--- config.mk ---
export PLATFORM = sky130hd
export DESIGN_NAME = sdram_slot_arbiter
export DESIGN_NICKNAME = d
export VERILOG_FILES = /design/src/rtl/sdram_arb_pkg.sv /design/src/rtl/arb_boot_buffer.sv /design/src/rtl/sdram_slot_arbiter.sv
export SDC_FILE = /design/constraint.sdc
export NUM_CORES = 1
export LEC_CHECK = 0
export CAP_MARGIN = 20
export CORE_MARGIN = 1.5
export CORE_UTILIZATION = 30
export CTS_CLUSTER_DIAMETER = 200
export DETAILED_ROUTE_END_ITERATION = 7
export GPL_ROUTABILITY_DRIVEN = 1
export GPL_TIMING_DRIVEN = 0
export SYNTH_ARGS = -nofsm -noshare
export SYNTH_HDL_FRONTEND = slang
export SYNTH_SLANG_ARGS = --single-unit
--- constraint.sdc ---
create_clock -name clk_sys -period 2.9 [get_ports clk_sys]
set_input_delay 0.435 -clock clk_sys [delete_from_list [all_inputs] [get_ports clk_sys]]
set_output_delay 0.435 -clock clk_sys [all_outputs]
set_load 0.02 [all_outputs]
--- src/rtl/sdram_arb_pkg.sv ---
// Shared types and the slot priority encoder for the SDRAM slot arbiter.
package sdram_arb_pkg;

    typedef enum logic [1:0] {IDLE, ISSUE, WAIT, DONE} arb_state_t;
    typedef enum logic [1:0] {SRC_BOOT, SRC_CPU, SRC_AUX} arb_src_t;

    // Boot always wins; a starved aux jumps ahead of the CPU.
    function automatic arb_src_t prio_encode(
        input logic boot_v,
        input logic cpu_r,
        input logic aux_r,
        input logic aux_starved
    );
        if (boot_v) begin
            return SRC_BOOT;
        end else if (aux_r && aux_starved) begin
            return SRC_AUX;
        end else if (cpu_r) begin
            return SRC_CPU;
        end else if (aux_r) begin
            return SRC_AUX;
        end else begin
            return SRC_CPU;
        end
    endfunction

endpackage

--- src/rtl/arb_boot_buffer.sv ---
// One-entry holding slot for pulse-based boot ROM writes, with a sticky overflow flag.
module arb_boot_buffer #(
    parameter int ADDR_W = 23
) (
    input  logic              clk,
    input  logic              rst_n,
    input  logic              wr,
    input  logic [ADDR_W-1:0] a,
    input  logic [7:0]        d,
    input  logic              clr,
    output logic              valid,
    output logic [ADDR_W-1:0] addr,
    output logic [7:0]        data,
    output logic              ovf
);

    logic              valid_q, valid_d;
    logic [ADDR_W-1:0] addr_q, addr_d;
    logic [7:0]        data_q, data_d;
    logic              ovf_q, ovf_d;

    // Capture logic: a clear in the same cycle frees the entry for the new write.
    always_comb begin
        valid_d = valid_q;
        addr_d  = addr_q;
        data_d  = data_q;
        ovf_d   = ovf_q;
        if (clr) begin
            valid_d = 1'b0;
        end else begin
            valid_d = valid_q;
        end
        if (wr) begin
            if (clr || !valid_q) begin
                valid_d = 1'b1;
                addr_d  = a;
                data_d  = d;
            end else begin
                ovf_d = 1'b1;
            end
        end else begin
            ovf_d = ovf_q;
        end
    end

    // Buffer state registers.
    always_ff @(posedge clk or negedge rst_n) begin
        if (!rst_n) begin
            valid_q <= 1'b0;
            addr_q  <= {ADDR_W{1'b0}};
            data_q  <= 8'h00;
            ovf_q   <= 1'b0;
        end else begin
            valid_q <= valid_d;
            addr_q  <= addr_d;
            data_q  <= data_d;
            ovf_q   <= ovf_d;
        end
    end

    assign valid = valid_q;
    assign addr  = addr_q;
    assign data  = data_q;
    assign ovf   = ovf_q;

endmodule

--- src/rtl/sdram_slot_arbiter.sv ---
// Grants one zsdram byte access per clkref slot among boot, CPU and aux requesters.
// Optional grant statistics (stat_sel/stat_q ports) are built when ARB_STATS_EN is defined.
module sdram_slot_arbiter
    import sdram_arb_pkg::*;
#(
    parameter int ADDR_W     = 23,
    parameter int DONE_CYC   = 20,
    parameter int STARVE_MAX = 3
) (
    input  logic              clk_sys,
    input  logic              RESET_n,
    input  logic              clkref,
    input  logic              boot_wr,
    input  logic [ADDR_W-1:0] boot_a,
    input  logic [7:0]        boot_d,
    output logic              boot_ovf,
    input  logic              cpu_req,
    input  logic              cpu_we,
    input  logic [ADDR_W-1:0] cpu_a,
    input  logic [7:0]        cpu_d,
    output logic              cpu_ack,
    output logic [7:0]        cpu_q,
    input  logic              aux_req,
    input  logic              aux_we,
    input  logic [ADDR_W-1:0] aux_a,
    input  logic [7:0]        aux_d,
    output logic              aux_ack,
    output logic [7:0]        aux_q,
    output logic              sd_oe,
    output logic              sd_we,
    output logic [ADDR_W-1:0] sd_addr,
    output logic [7:0]        sd_din,
    input  logic [7:0]        sd_dout,
    output logic              busy
`ifdef ARB_STATS_EN
    ,
    input  logic [1:0]        stat_sel,
    output logic [15:0]       stat_q
`endif
);

    localparam int CNT_W = $clog2(DONE_CYC);
    localparam int SW    = $clog2(STARVE_MAX + 1);

    arb_state_t        state_q, state_d;
    arb_src_t          src_q, src_d, winner_s;
    logic              we_q, we_d;
    logic [ADDR_W-1:0] addr_q, addr_d;
    logic [7:0]        data_q, data_d;
    logic [CNT_W-1:0]  cnt_q, cnt_d;
    logic [SW-1:0]     starve_q, starve_d;
    logic              sd_oe_q, sd_oe_d, sd_we_q, sd_we_d, busy_q, busy_d;
    logic              cpu_ack_q, cpu_ack_d, aux_ack_q, aux_ack_d;
    logic [7:0]        cpu_rd_q, cpu_rd_d, aux_rd_q, aux_rd_d;
    logic              boot_valid_s, boot_clr_s, grant_s;
    logic [ADDR_W-1:0] boot_addr_s, sel_addr_s;
    logic [7:0]        boot_data_s, sel_data_s;
    logic              sel_we_s;

    arb_boot_buffer #(.ADDR_W(ADDR_W)) u_boot_buf (
        .clk   (clk_sys),
        .rst_n (RESET_n),
        .wr    (boot_wr),
        .a     (boot_a),
        .d     (boot_d),
        .clr   (boot_clr_s),
        .valid (boot_valid_s),
        .addr  (boot_addr_s),
        .data  (boot_data_s),
        .ovf   (boot_ovf)
    );

    assign winner_s = prio_encode(boot_valid_s, cpu_req, aux_req,
                                  starve_q == SW'(STARVE_MAX));
    assign grant_s  = (state_q == IDLE) && clkref && (boot_valid_s || cpu_req || aux_req);

    // Route the winning requester's access fields.
    always_comb begin
        sel_we_s   = 1'b1;
        sel_addr_s = boot_addr_s;
        sel_data_s = boot_data_s;
        case (winner_s)
            SRC_BOOT: begin
                sel_we_s   = 1'b1;
                sel_addr_s = boot_addr_s;
                sel_data_s = boot_data_s;
            end
            SRC_AUX: begin
                sel_we_s   = aux_we;
                sel_addr_s = aux_a;
                sel_data_s = aux_d;
            end
            default: begin
                sel_we_s   = cpu_we;
                sel_addr_s = cpu_a;
                sel_data_s = cpu_d;
            end
        endcase
    end

    // Slot FSM: next state, latched access and registered SDRAM/ack outputs.
    always_comb begin
        state_d    = state_q;
        src_d      = src_q;
        we_d       = we_q;
        addr_d     = addr_q;
        data_d     = data_q;
        cnt_d      = cnt_q;
        starve_d   = starve_q;
        sd_oe_d    = sd_oe_q;
        sd_we_d    = sd_we_q;
        busy_d     = busy_q;
        cpu_ack_d  = 1'b0;
        aux_ack_d  = 1'b0;
        cpu_rd_d   = cpu_rd_q;
        aux_rd_d   = aux_rd_q;
        boot_clr_s = 1'b0;
        case (state_q)
            IDLE: begin
                if (grant_s) begin
                    state_d = ISSUE;
                    src_d   = winner_s;
                    we_d    = sel_we_s;
                    addr_d  = sel_addr_s;
                    data_d  = sel_data_s;
                    sd_we_d = sel_we_s;
                    sd_oe_d = ~sel_we_s;
                    busy_d  = 1'b1;
                    if (winner_s == SRC_AUX) begin
                        starve_d = {SW{1'b0}};
                    end else if (winner_s == SRC_CPU && aux_req && starve_q != SW'(STARVE_MAX)) begin
                        starve_d = starve_q + SW'(1);
                    end else begin
                        starve_d = starve_q;
                    end
                end else begin
                    state_d = IDLE;
                end
            end
            ISSUE: begin
                boot_clr_s = (src_q == SRC_BOOT);
                cnt_d      = CNT_W'(DONE_CYC - 2);
                state_d    = WAIT;
            end
            WAIT: begin
                if (cnt_q == {CNT_W{1'b0}}) begin
                    state_d   = DONE;
                    sd_oe_d   = 1'b0;
                    sd_we_d   = 1'b0;
                    cpu_ack_d = (src_q == SRC_CPU);
                    aux_ack_d = (src_q == SRC_AUX);
                    if (!we_q && src_q == SRC_CPU) begin
                        cpu_rd_d = sd_dout;
                    end else if (!we_q && src_q == SRC_AUX) begin
                        aux_rd_d = sd_dout;
                    end else begin
                        cpu_rd_d = cpu_rd_q;
                    end
                end else begin
                    cnt_d = cnt_q - CNT_W'(1);
                end
            end
            DONE: begin
                busy_d  = 1'b0;
                state_d = IDLE;
            end
            default: begin
                state_d = IDLE;
            end
        endcase
    end

    // FSM and output registers; reset abandons any access in flight.
    always_ff @(posedge clk_sys or negedge RESET_n) begin
        if (!RESET_n) begin
            state_q   <= IDLE;
            src_q     <= SRC_BOOT;
            we_q      <= 1'b0;
            addr_q    <= {ADDR_W{1'b0}};
            data_q    <= 8'h00;
            cnt_q     <= {CNT_W{1'b0}};
            starve_q  <= {SW{1'b0}};
            sd_oe_q   <= 1'b0;
            sd_we_q   <= 1'b0;
            busy_q    <= 1'b0;
            cpu_ack_q <= 1'b0;
            aux_ack_q <= 1'b0;
            cpu_rd_q  <= 8'h00;
            aux_rd_q  <= 8'h00;
        end else begin
            state_q   <= state_d;
            src_q     <= src_d;
            we_q      <= we_d;
            addr_q    <= addr_d;
            data_q    <= data_d;
            cnt_q     <= cnt_d;
            starve_q  <= starve_d;
            sd_oe_q   <= sd_oe_d;
            sd_we_q   <= sd_we_d;
            busy_q    <= busy_d;
            cpu_ack_q <= cpu_ack_d;
            aux_ack_q <= aux_ack_d;
            cpu_rd_q  <= cpu_rd_d;
            aux_rd_q  <= aux_rd_d;
        end
    end

    assign sd_oe   = sd_oe_q;
    assign sd_we   = sd_we_q;
    assign sd_addr = addr_q;
    assign sd_din  = data_q;
    assign busy    = busy_q;
    assign cpu_ack = cpu_ack_q;
    assign aux_ack = aux_ack_q;
    assign cpu_q   = cpu_rd_q;
    assign aux_q   = aux_rd_q;

`ifdef ARB_STATS_EN
    logic [15:0]   cnt_boot_q, cnt_boot_d, cnt_cpu_q, cnt_cpu_d, cnt_aux_q, cnt_aux_d;
    logic [15:0]   stat_q_q, stat_q_d;
    logic [SW-1:0] peak_q, peak_d;

    // Grant counters, peak starvation and the readback mux.
    always_comb begin
        cnt_boot_d = cnt_boot_q;
        cnt_cpu_d  = cnt_cpu_q;
        cnt_aux_d  = cnt_aux_q;
        if (grant_s) begin
            case (winner_s)
                SRC_BOOT: cnt_boot_d = cnt_boot_q + 16'd1;
                SRC_AUX:  cnt_aux_d  = cnt_aux_q + 16'd1;
                default:  cnt_cpu_d  = cnt_cpu_q + 16'd1;
            endcase
        end else begin
            cnt_boot_d = cnt_boot_q;
        end
        peak_d = (starve_d > peak_q) ? starve_d : peak_q;
        case (stat_sel)
            2'd0:    stat_q_d = cnt_boot_q;
            2'd1:    stat_q_d = cnt_cpu_q;
            2'd2:    stat_q_d = cnt_aux_q;
            default: stat_q_d = {{(16 - SW){1'b0}}, peak_q};
        endcase
    end

    // Statistics registers.
    always_ff @(posedge clk_sys or negedge RESET_n) begin
        if (!RESET_n) begin
            cnt_boot_q <= 16'h0000;
            cnt_cpu_q  <= 16'h0000;
            cnt_aux_q  <= 16'h0000;
            peak_q     <= {SW{1'b0}};
            stat_q_q   <= 16'h0000;
        end else begin
            cnt_boot_q <= cnt_boot_d;
            cnt_cpu_q  <= cnt_cpu_d;
            cnt_aux_q  <= cnt_aux_d;
            peak_q     <= peak_d;
            stat_q_q   <= stat_q_d;
        end
    end

    assign stat_q = stat_q_q;
`endif

endmodule

==> results.json <==
{
  "num_antenna_cells": 0,
  "critPathKind": "reg2reg",
  "outcome": "finished, final reports clean",
  "ys_top_cells_by_count": "dfrtp_1, nand2_1, o21ai_0",
  "place.gp.congestion": 0.801,
  "holdBufCountCts": 0,
  "cp.arrival_ps": 2490,
  "yosysSeqAreaShare_pct": 55.7,
  "totalWireLength_um": 12500,
  "synth_edf_count": 0,
  "num_rows": 43,
  "antenna_found_initial": 0,
  "cts_tree": "yes",
  "initial_core_util_pct": 31.1,
  "ctsResizeCount": 0,
  "hp-class": "in2async",
  "clk_pin_slew_ps": 70,
  "netlist_area_um2": 4360,
  "min_period_over_period_pct": 77.0,
  "ys_warn_count": 0,
  "cts.path.max_buffers": 2,
  "cp_max_fo": 10,
  "yosys.area.top_type": "dfrtp_1",
  "first_pass_iters": 6,
  "synthesis.nets": 496,
  "rsz0062_at_grt": "false",
  "p_leak_nw": 2.75,
  "clock_skew_ps": 6.31,
  "synth_top_area_share_pct": 55.7,
  "drc": 0,
  "drtIter0Drc": 126,
  "synthTopCellsByArea": "dfrtp_1, mux2_2, mux2_4",
  "grt_max_degree": 50,
  "globalRouteOverflowTotal": 0,
  "fin_ws_ps": 667,
  "clk_latency_ps": 340,
  "track_usage_pct": 16.8,
  "cp.required_ps": 3160,
  "drive_above_1_share_pct": 12.9,
  "yosysUniqueCellTypes": 39,
  "dieArea_um2": 15300,
  "dieHeight_um": 124,
  "grt_pass1_vias": 3743,
  "cts_setup_buffers": 0,
  "max_freq_mhz": 448,
  "critPathCaptureType": "flip-flop",
  "grt_pass1_wl_um": 19300,
  "fin_nets": 668,
  "crit_path_start_kind": "flip-flop",
  "finish.utilization_pct": 46.4,
  "hold_viol": 0,
  "cts.sinks": 97,
  "viasPerCell": 4.88,
  "fin_crit_ps": 2230,
  "peakVddDrop_uv": 351,
  "syn_to_final_growth_pct": 49.3,
  "synth.most_common_cell": "dfrtp_1",
  "root_buffer": "clkbuf_16",
  "place_hpwl_um": 9500,
  "avgRoutedWirePerCell_um": 17.0,
  "ys_seq_elements": 97,
  "preCtsSetupSlack_ps": 321,
  "maxSlewHeadroom_pct": 49.7,
  "holdWs_ps": 129,
  "die_x_um": 124,
  "final-setup-viol-count": 0,
  "drv_slew": 0,
  "dpl_cell_area_um2": 6210,
  "htree_num_levels": 3,
  "power_density_nw_per_um2": 869,
  "coreArea_um2": 14000,
  "place.port_buffers": 160,
  "syn_inst": 380,
  "ys.flop_type": "dfrtp_1",
  "cap_violations": 0,
  "async_reset_ff_share_pct": 100,
  "syn_area_per_cell_um2": 11.5,
  "final_cell_area_um2": 6510,
  "tightest_slew_ps": 755,
  "drtAntennaViolNets": 0,
  "numCtsBuffers": 9,
  "num_io_pins": 162,
  "vias": 3593
}
## cells by family after synthesis
kind of cell,Yosys count,share of synthesized area (%)
XOR/XNOR,2,0.402
multiplexers,48,13.7
AO/OA/AOI/OAI,97,14.5
adder cells (fa/ha/maj),7,2.01
buffers and inverters,33,3.33
AND/OR/NAND/NOR,96,10.4
flip-flops,97,55.7
## area by class of cell
cell class                 instances  area [um^2]
fill                            1320         7530
sequential                        97         2430
multi-input combinational        250         1790
timing repair buffer             161         1630
clock buffer                      12          246
tap                              180          225
buffer                            24          111
clock inverter                     4         52.6
inverter                           9         33.8
## registers in the layout, indices dropped and copies added, names as in the netlist, 2 cells and up
signal           cells
u_boot_buf.addr     23
cnt_q                5
cpu_q                8
sd_din               8
u_boot_buf.data      8
src_q                2
state_q              2
sd_addr             23
aux_q                8
starve_q             2
## placed cells by master (no fill, tap or decap), types with 4 or more instances in the layout
| cell type | netlist | layout |
|---|---|---|
| clkdlybuf4s50_1 | 0 | 159 |
| dfrtp_1 | 97 | 97 |
| nand2_1 | 40 | 40 |
| o21ai_0 | 34 | 34 |
| mux2_2 | 31 | 31 |
| nor2_1 | 23 | 23 |
| clkbuf_1 | 17 | 19 |
| mux2_4 | 16 | 16 |
| a221oi_1 | 15 | 15 |
| o21ai_1 | 14 | 14 |
| and3_1 | 12 | 12 |
| a211oi_1 | 12 | 12 |
| inv_1 | 9 | 9 |
| clkbuf_16 | 0 | 9 |
| ha_1 | 7 | 7 |
| and2_1 | 6 | 6 |
| buf_2 | 5 | 5 |
| a31oi_1 | 5 | 5 |
| a22oi_1 | 5 | 5 |
| nand2b_1 | 4 | 4 |
## path summary, 6_finish.rpt
| path | from | endpoint | slack (ps) | cells after the start |
|---|---|---|---|---|
| worst max-delay path | starve_q[0] | sd_addr[1] | 670 | 6 |
| worst min-delay path | RESET_n | sd_oe | 130 | 1 |
| worst max register to register | starve_q[0] | sd_addr[1] | 670 | 6 |
| worst min register to register | u_boot_buf.ovf | u_boot_buf.ovf | 480 | 1 |
| max in group asynchronous | RESET_n | sd_addr[19] | 2100 | 2 |
| min in group clk_sys | u_boot_buf.ovf | u_boot_buf.ovf | 480 | 1 |
## critical path, cell delays in order, from the launching register on
cell and delay [ps]:
dfrtp_1 400, ha_1 210, nand2b_1 230, a21oi_1 650, buf_2 360, a221oi_1 130, o21ai_1 180
## stage by stage
stage | TNS [ps] | instances | power, W
2_1_floorplan | 0 | 380 | 0.00346
3_3_place_gp | -226850 | 720 | 0.00443
3_5_place_dp | 0 | 721 | 0.00449
4_1_cts | 0 | 737 | 0.00572
5_1_grt | 0 | 737 | 0.00605
6_report | 0 | 737 | 0.00566
## routing by layer
metal	part of all wire, %	GRT usage [%]
met2	49	29.1
met4	1.0	3.81
met3	6.9	4.47
met5	0	0
met1	43	20.9
## where the power goes
group | switching, W | leakage, nW | internal [W] | total (W)
Clock | 0.000506 | 0.135 | 0.000693 | 0.00120
Combinational | 0.00113 | 1.45 | 0.00113 | 0.00225
Sequential | 0.000311 | 1.16 | 0.00189 | 0.00221
Total | 0.00194 | 2.75 | 0.00372 | 0.00566
Note: power is estimated with default switching activity, not from simulation.
